--- src/rtl/imem_boot_loader.sv ---
// rtl/imem_boot_loader.sv - streams a boot image into instruction memory, then runs the core until halt or timeout.
// Optional BOOT_CHECKSUM_EN adds in_sum and rejects images whose word sum does not match.
module imem_boot_loader #(
  parameter int XLEN       = 32,
  parameter int DEPTH      = 256,
  parameter int RUN_CYCLES = 100,
  localparam int ADDR_W    = (DEPTH > 1) ? $clog2(DEPTH) : 1
) (
  input  logic              clk,
  input  logic              rst,
  input  logic              in_valid,
  input  logic [XLEN-1:0]   in_data,
  input  logic              in_last,
  output logic              in_ready,
  output logic              mem_we,
  output logic [ADDR_W-1:0] mem_addr,
  output logic [XLEN-1:0]   mem_wdata,
  input  logic [XLEN-1:0]   core_pc,
  output logic              core_rst,
  output logic              run_done,
  output logic              halted,
  output logic              load_err
`ifdef BOOT_CHECKSUM_EN
  ,
  input  logic [XLEN-1:0]   in_sum
`endif
);

  localparam int CNT_W = ADDR_W + 1;
  localparam int RUN_W = (RUN_CYCLES > 1) ? $clog2(RUN_CYCLES) : 1;
  localparam logic [CNT_W-1:0] DEPTH_C    = CNT_W'(DEPTH);
  localparam logic [RUN_W-1:0] RUN_LAST_C = RUN_W'(RUN_CYCLES - 1);

  typedef enum logic [1:0] {LOAD, RUN, DONE, ERR} state_t;

  state_t            state, state_nx;
  logic [CNT_W-1:0]  wcnt;
  logic [RUN_W-1:0]  run_cnt;
  logic [XLEN-1:0]   prev_pc;
  logic              pc_seen;
  logic              xfer, overflow, halt_hit, time_up, sum_ok;

`ifdef BOOT_CHECKSUM_EN
  logic [XLEN-1:0]   sum;
  assign sum_ok = ((sum + in_data) == in_sum);
`else
  assign sum_ok = 1'b1;
`endif

  always_ff @(posedge clk) begin
    if (rst) state <= LOAD;
    else     state <= state_nx;
  end

  always_comb begin
    state_nx = state;
    in_ready = 1'b0;
    core_rst = 1'b1;
    run_done = 1'b0;
    load_err = 1'b0;
    xfer     = 1'b0;
    overflow = 1'b0;
    halt_hit = 1'b0;
    time_up  = 1'b0;
    case (state)
      LOAD: begin
        in_ready = !rst;
        xfer     = in_valid && !rst;
        overflow = (wcnt == DEPTH_C);
        if (xfer) begin
          if (overflow)     state_nx = ERR;
          else if (in_last) state_nx = sum_ok ? RUN : ERR;
        end
      end
      RUN: begin
        core_rst = rst;
        // A pc that repeats across consecutive run cycles is the jal x0,0 idle loop.
        halt_hit = pc_seen && (core_pc == prev_pc);
        time_up  = (run_cnt == RUN_LAST_C);
        if (halt_hit || time_up) state_nx = DONE;
      end
      DONE: run_done = 1'b1;
      ERR:  load_err = 1'b1;
      default: state_nx = LOAD;
    endcase
  end

  // The final word's write pulse lands in the first RUN cycle; no new writes are issued there.
  always_ff @(posedge clk) begin
    if (rst) begin
      wcnt      <= '0;
      mem_we    <= 1'b0;
      mem_addr  <= '0;
      mem_wdata <= '0;
      run_cnt   <= '0;
      prev_pc   <= '0;
      pc_seen   <= 1'b0;
      halted    <= 1'b0;
`ifdef BOOT_CHECKSUM_EN
      sum       <= '0;
`endif
    end else begin
      mem_we <= xfer && !overflow;
      if (xfer && !overflow) begin
        mem_addr  <= wcnt[ADDR_W-1:0];
        mem_wdata <= in_data;
        wcnt      <= wcnt + CNT_W'(1);
`ifdef BOOT_CHECKSUM_EN
        sum       <= sum + in_data;
`endif
      end
      if (state == RUN) begin
        run_cnt <= run_cnt + RUN_W'(1);
        prev_pc <= core_pc;
        pc_seen <= 1'b1;
        if (halt_hit) halted <= 1'b1;
      end
    end
  end

endmodule

--- config.mk ---
export PLATFORM = sky130hd
export DESIGN_NAME = imem_boot_loader
export DESIGN_NICKNAME = d
export VERILOG_FILES = /design/src/rtl/imem_boot_loader.sv
export SDC_FILE = /design/constraint.sdc
export NUM_CORES = 1
export LEC_CHECK = 0
export BUFFER_PORTS_ARGS = -buffer_cell sky130_fd_sc_hd__buf_2
export CAP_MARGIN = 15
export CORE_MARGIN = 3
export CORE_UTILIZATION = 51
export DETAILED_ROUTE_END_ITERATION = 8
export PLACE_DENSITY = 0.79
export SYNTH_ARGS = -nofsm -noshare
export SYNTH_HDL_FRONTEND = slang
export SYNTH_SLANG_ARGS = --single-unit
--- constraint.sdc ---
create_clock -name clk -period 2 [get_ports clk]
set_input_delay 0.2 -clock clk [delete_from_list [all_inputs] [get_ports clk]]
set_output_delay 0.2 -clock clk [all_outputs]
set_load 0.05 [all_outputs]
# Yosys cells after proc, flatten, opt, wreduce, memory -nomap -nowiden
# Index checks and enable logic that the tools add are counted.
[totals]
ff_bits = 93
latch_bits = 0
ramBits = 0
rom_bits = 0
input_bits = 68
out_inout_bits = 46
mem_count = 0
[classes]
addsub = 2
mul = 0
div = 0
magnitude_cmp = 0
n_eq_ne = 9
n_shift = 0
muxes = 12
bitwise_logic = 0
n_reduce_logical = 10
[op_table]
columns = ["cell", "n"]
rows = [
  ["equality test 32 bit", 1],
  ["adder 9 x 1 -> 9 bit, second input constant", 1],
  ["equality test 9 bit, second input constant", 1],
  ["two-way mux 2 bit", 4],
  ["adder 7 x 1 -> 7 bit, second input constant", 1],
  ["equality test 7 bit, second input constant", 1],
  ["two-way mux 1 bit", 7],
  ["equality test 2 bit, second input constant", 2],
  ["!= test 2 bit, second input constant", 2],
  ["case mux 2 bit (2 select lines)", 1],
  ["AND reduction 4 bit", 1],
  ["logical AND 1 bit", 3],
  ["!= test 3 bit, second input constant", 1],
  ["equality test 2 x 1 -> 1 bit, second input constant", 1],
  ["logical NOT 1 bit", 2],
  ["logical NOT 2 bit", 1],
  ["AND reduction 2 bit", 1],
  ["nonzero test 2 bit", 1],
  ["logical OR 1 bit", 1],
]

# Logic depth before layout (Yosys ltp)
[logic_depth]
ltp_word = 5
depth_mapped = 10
mapped_depth_nobuf = 9

# Worst setup path before layout
# No wires, ideal clock.
[synth_timing]
kind = "register to output"
from = "reg state[1]"
to = "out in_ready"
arrival_time_ns = 1.528
required_time_ns = 1.800
path_slack_ns = 0.272
stages_incl_launch_ff = 3
path_buffers = 1
cell_sequence = "dfxtp_1 -> buf_2 -> nor3_1"
[synth_between]
elab_chain_len = 2
[synth_rtl]
columns = ["item", "line", "source"]
rows = [
  ["from (decl)", "36", "state_t state, state_nx;"],
  ["from (signal assigned)", "52", "else state <= state_nx;"],
  ["logical NOT 2 bit", "65", "case (state)"],
  ["two-way mux 1 bit", "65", ""],
  ["to (decl)", "14", "output logic in_ready,"],
]
# Every way passes these cells.

# Worst setup path after layout
[layout_timing]
from = "reg state[0]"
to = "out core_rst"
[layout_between]
elab_chain_len = 2
[layout_rtl]
columns = ["item", "line", "source"]
rows = [
  ["equality test 2 x 1 -> 1 bit", "65", ""],
  ["two-way mux 1 bit", "65", ""],
  ["to (decl)", "19", "output logic core_rst,"],
]
# Every way passes these cells.

==> results_dict.tcl <==
set metrics [dict create \
    status "completed" \
    synth_common_cells "nand2_1, dfxtp_1, a21oi_1" \
    grtUsageTotal_pct 20.0 \
    antenna_found_initial 0 \
    start_util_pct 54.0 \
    synth_nets 533 \
    power_density_mw_per_mm2 811 \
    layout-area-overhead-vs-synth_pct 23.5 \
    max_stage_delay_ns 0.50 \
    ys_top_cells_by_area "dfxtp_1, nand2_1, a21oi_1" \
    fillCellCount 601 \
    utilization_pct 66.7 \
    syn_avg_cell_area_um2 8.12 \
    grt_pass1_wl_um 14000 \
    nets 642 \
    yosysMostFrequentCell "nand2_1" \
    finalSetupViolCount 0 \
    async_reset_ff_share_pct 0 \
    yosysTopAreaCellShare_pct 49.6 \
    cts_max_level 3 \
    crit_required_ns 1.80 \
    synthCells 462 \
    avgViaCountPerCell 5.06 \
    placed_cells 656 \
    total_power_mw 3.75 \
    post-cts-setup-buffers 0 \
    ys_ff_latch 93 \
    holdWs_ns 0.0783 \
    io_pins 114 \
    startpoint_type "register" \
    syn-cell-area_mm2 0.00375 \
    numPortBuffers 113 \
    grt_overflow 0 \
    drtPass1Iterations 4 \
    power_leakage_nw 1.95 \
    max_freq_mhz 541 \
    skew_ns 0.00912 \
    std_cell_rows 30 \
    ff_latch_area_mm2 0.00186 \
    grt_pass1_vias 3127 \
    rsz0062_at_grt "false" \
    timing.final.ws_setup_ns 0.152 \
    grt_start_max_net_pins 51 \
    max-vdd-ir-drop_uv 534 \
    drive_gt1_share_pct 25.0 \
    core_mm2 0.00694 \
    synth-edff-count 0 \
    ctsHoldBuffers 0 \
    dp_hpwl_um 6100 \
    critical_path_class "register to output port" \
    clkLatencyLatePin_ns 0.35 \
    final_max_slew_viol_count 0 \
    slowest_stage "dfxtp_1" \
    drt_iter0_markers 181 \
    clk_pin_slew_ns 0.09 \
    worstMarginPinSlew_ns 0.526 \
    cts_resized 0 \
    synth_top_area_cell "dfxtp_1" \
    end_kind "output port" \
    crit_family "flip-flops" \
    cts_buffers 9 \
    cp_num_buf_inv 2 \
    cts_buffer_depth 2 \
    pre_cts_slack_ns 0.269 \
    maxCapViolCount 0 \
    wl_per_cell_um 12.5 \
    chipHeight_um 91.7 \
    multi_input_area_mm2 0.00174 \
    drc 0 \
    ant_nets 0 \
    vias 3395 \
    die_x_um 91.7 \
    n_antenna_cell 0 \
    hold_path_class "primary input to register" \
    yosys_warnings 0 \
    min_period_ns 1.85 \
    ctsRootBufferMaster "clkbuf_8" \
    placed_area_mm2 0.00444 \
    cp.arrival_ns 1.65 \
    finalHoldViolations 0 \
    drt_wl_total_um 8400 \
    die_area_mm2 0.00842 \
    gp_congestion 0.776 \
    synth.distinct_cells 34 \
    cts_num_sinks 93 \
    ys_seq_area_share_pct 49.6 \
    finalCritPeriodShare_pct 92.4 \
    setup_tns_ns 0 \
    path_cells "nor2b_2, buf_4, nand2b_1, buf_2" \
    fin_area_mm2 0.00463 \
    final_cell_count_no_fill 671 \
    tritoncts "built" \
    ys.flop_type "dfxtp_1" \
    crit_fanout 13 \
    slew_headroom_pct 64.5 \
]
cells by family (layout without fill, tap and decap cells):
kind of cell	Yosys count	in the layout	synth area share [%]
xor gates and xnor gates	43	43	10.0
and+or+nand+nor	202	202	23.0
AOI/OAI and AO/OA	88	88	12.3
DFF	93	93	49.6
buffers and inverters	33	146	3.94
adders and majority gates	3	3	1.00
worst reg2reg max path, stage by stage (launching register included):
cell and delay, ns:
dfxtp_1 0.33, xor2_1 0.14, nor4_1 0.44, nand3_1 0.12, or3_1 0.39, o21ba_2 0.22
layout make-up:
cell class	instances	share of cell area, %
tap	96	2.59
clock buffer	10	2.76
clock inverter	5	1.32
inverter	6	0.486
sequential	93	40.2
timing repair buffer	125	15.0
multi-input combinational	336	37.6
metal layers:
metal | global-route usage, % | wire length (um) | up-vias
met3 | 3.53 | 411 | 12
li1 | - | - | 1729
met4 | 7.55 | 116 | 0
met5 | 0 | 0 | -
met1 | 25.0 | 3700 | 1571
met2 | 34.4 | 4170 | 83
worst paths after layout:
path | endpoint | slack, ns | start | cells after the start
worst max-delay path | core_rst | 0.15 | state[0] | 4
worst min-delay path | mem_wdata[10] | 0.08 | in_data[10] | 3
worst max register to register | state[0] | 0.27 | prev_pc[23] | 5
worst min register to register | mem_wdata[30] | 0.45 | mem_wdata[30] | 2
cell usage in the layout (no fill, tap or decap), types with 4 or more instances in the layout:
master,netlist,routed
nand2_1,151,151
buf_2,4,113
dfxtp_1,93,93
a21oi_1,76,76
xor2_1,36,36
nor2_1,15,15
clkbuf_8,0,9
buf_4,1,9
xnor2_1,7,7
nor4_1,7,7
inv_1,5,5
nor3_1,5,5
nand4_1,5,5
nand3_1,4,4
o21ai_0,4,4
or3_1,4,4
state kept, by name (all words and copies together), names as in the netlist:
register / count
wcnt: 9
mem_addr: 8
state: 2
mem_we: 1
pc_seen: 1
run_cnt: 7
prev_pc: 32
halted: 1
mem_wdata: 32
report_power, final:
part	internal, mW	switching, mW	leakage [nW]
sequential	1.93	0.0469	0.756
clock	0.576	0.629	0.0850
combinational	0.201	0.371	1.11
Power figures use the tool's default switching activity.
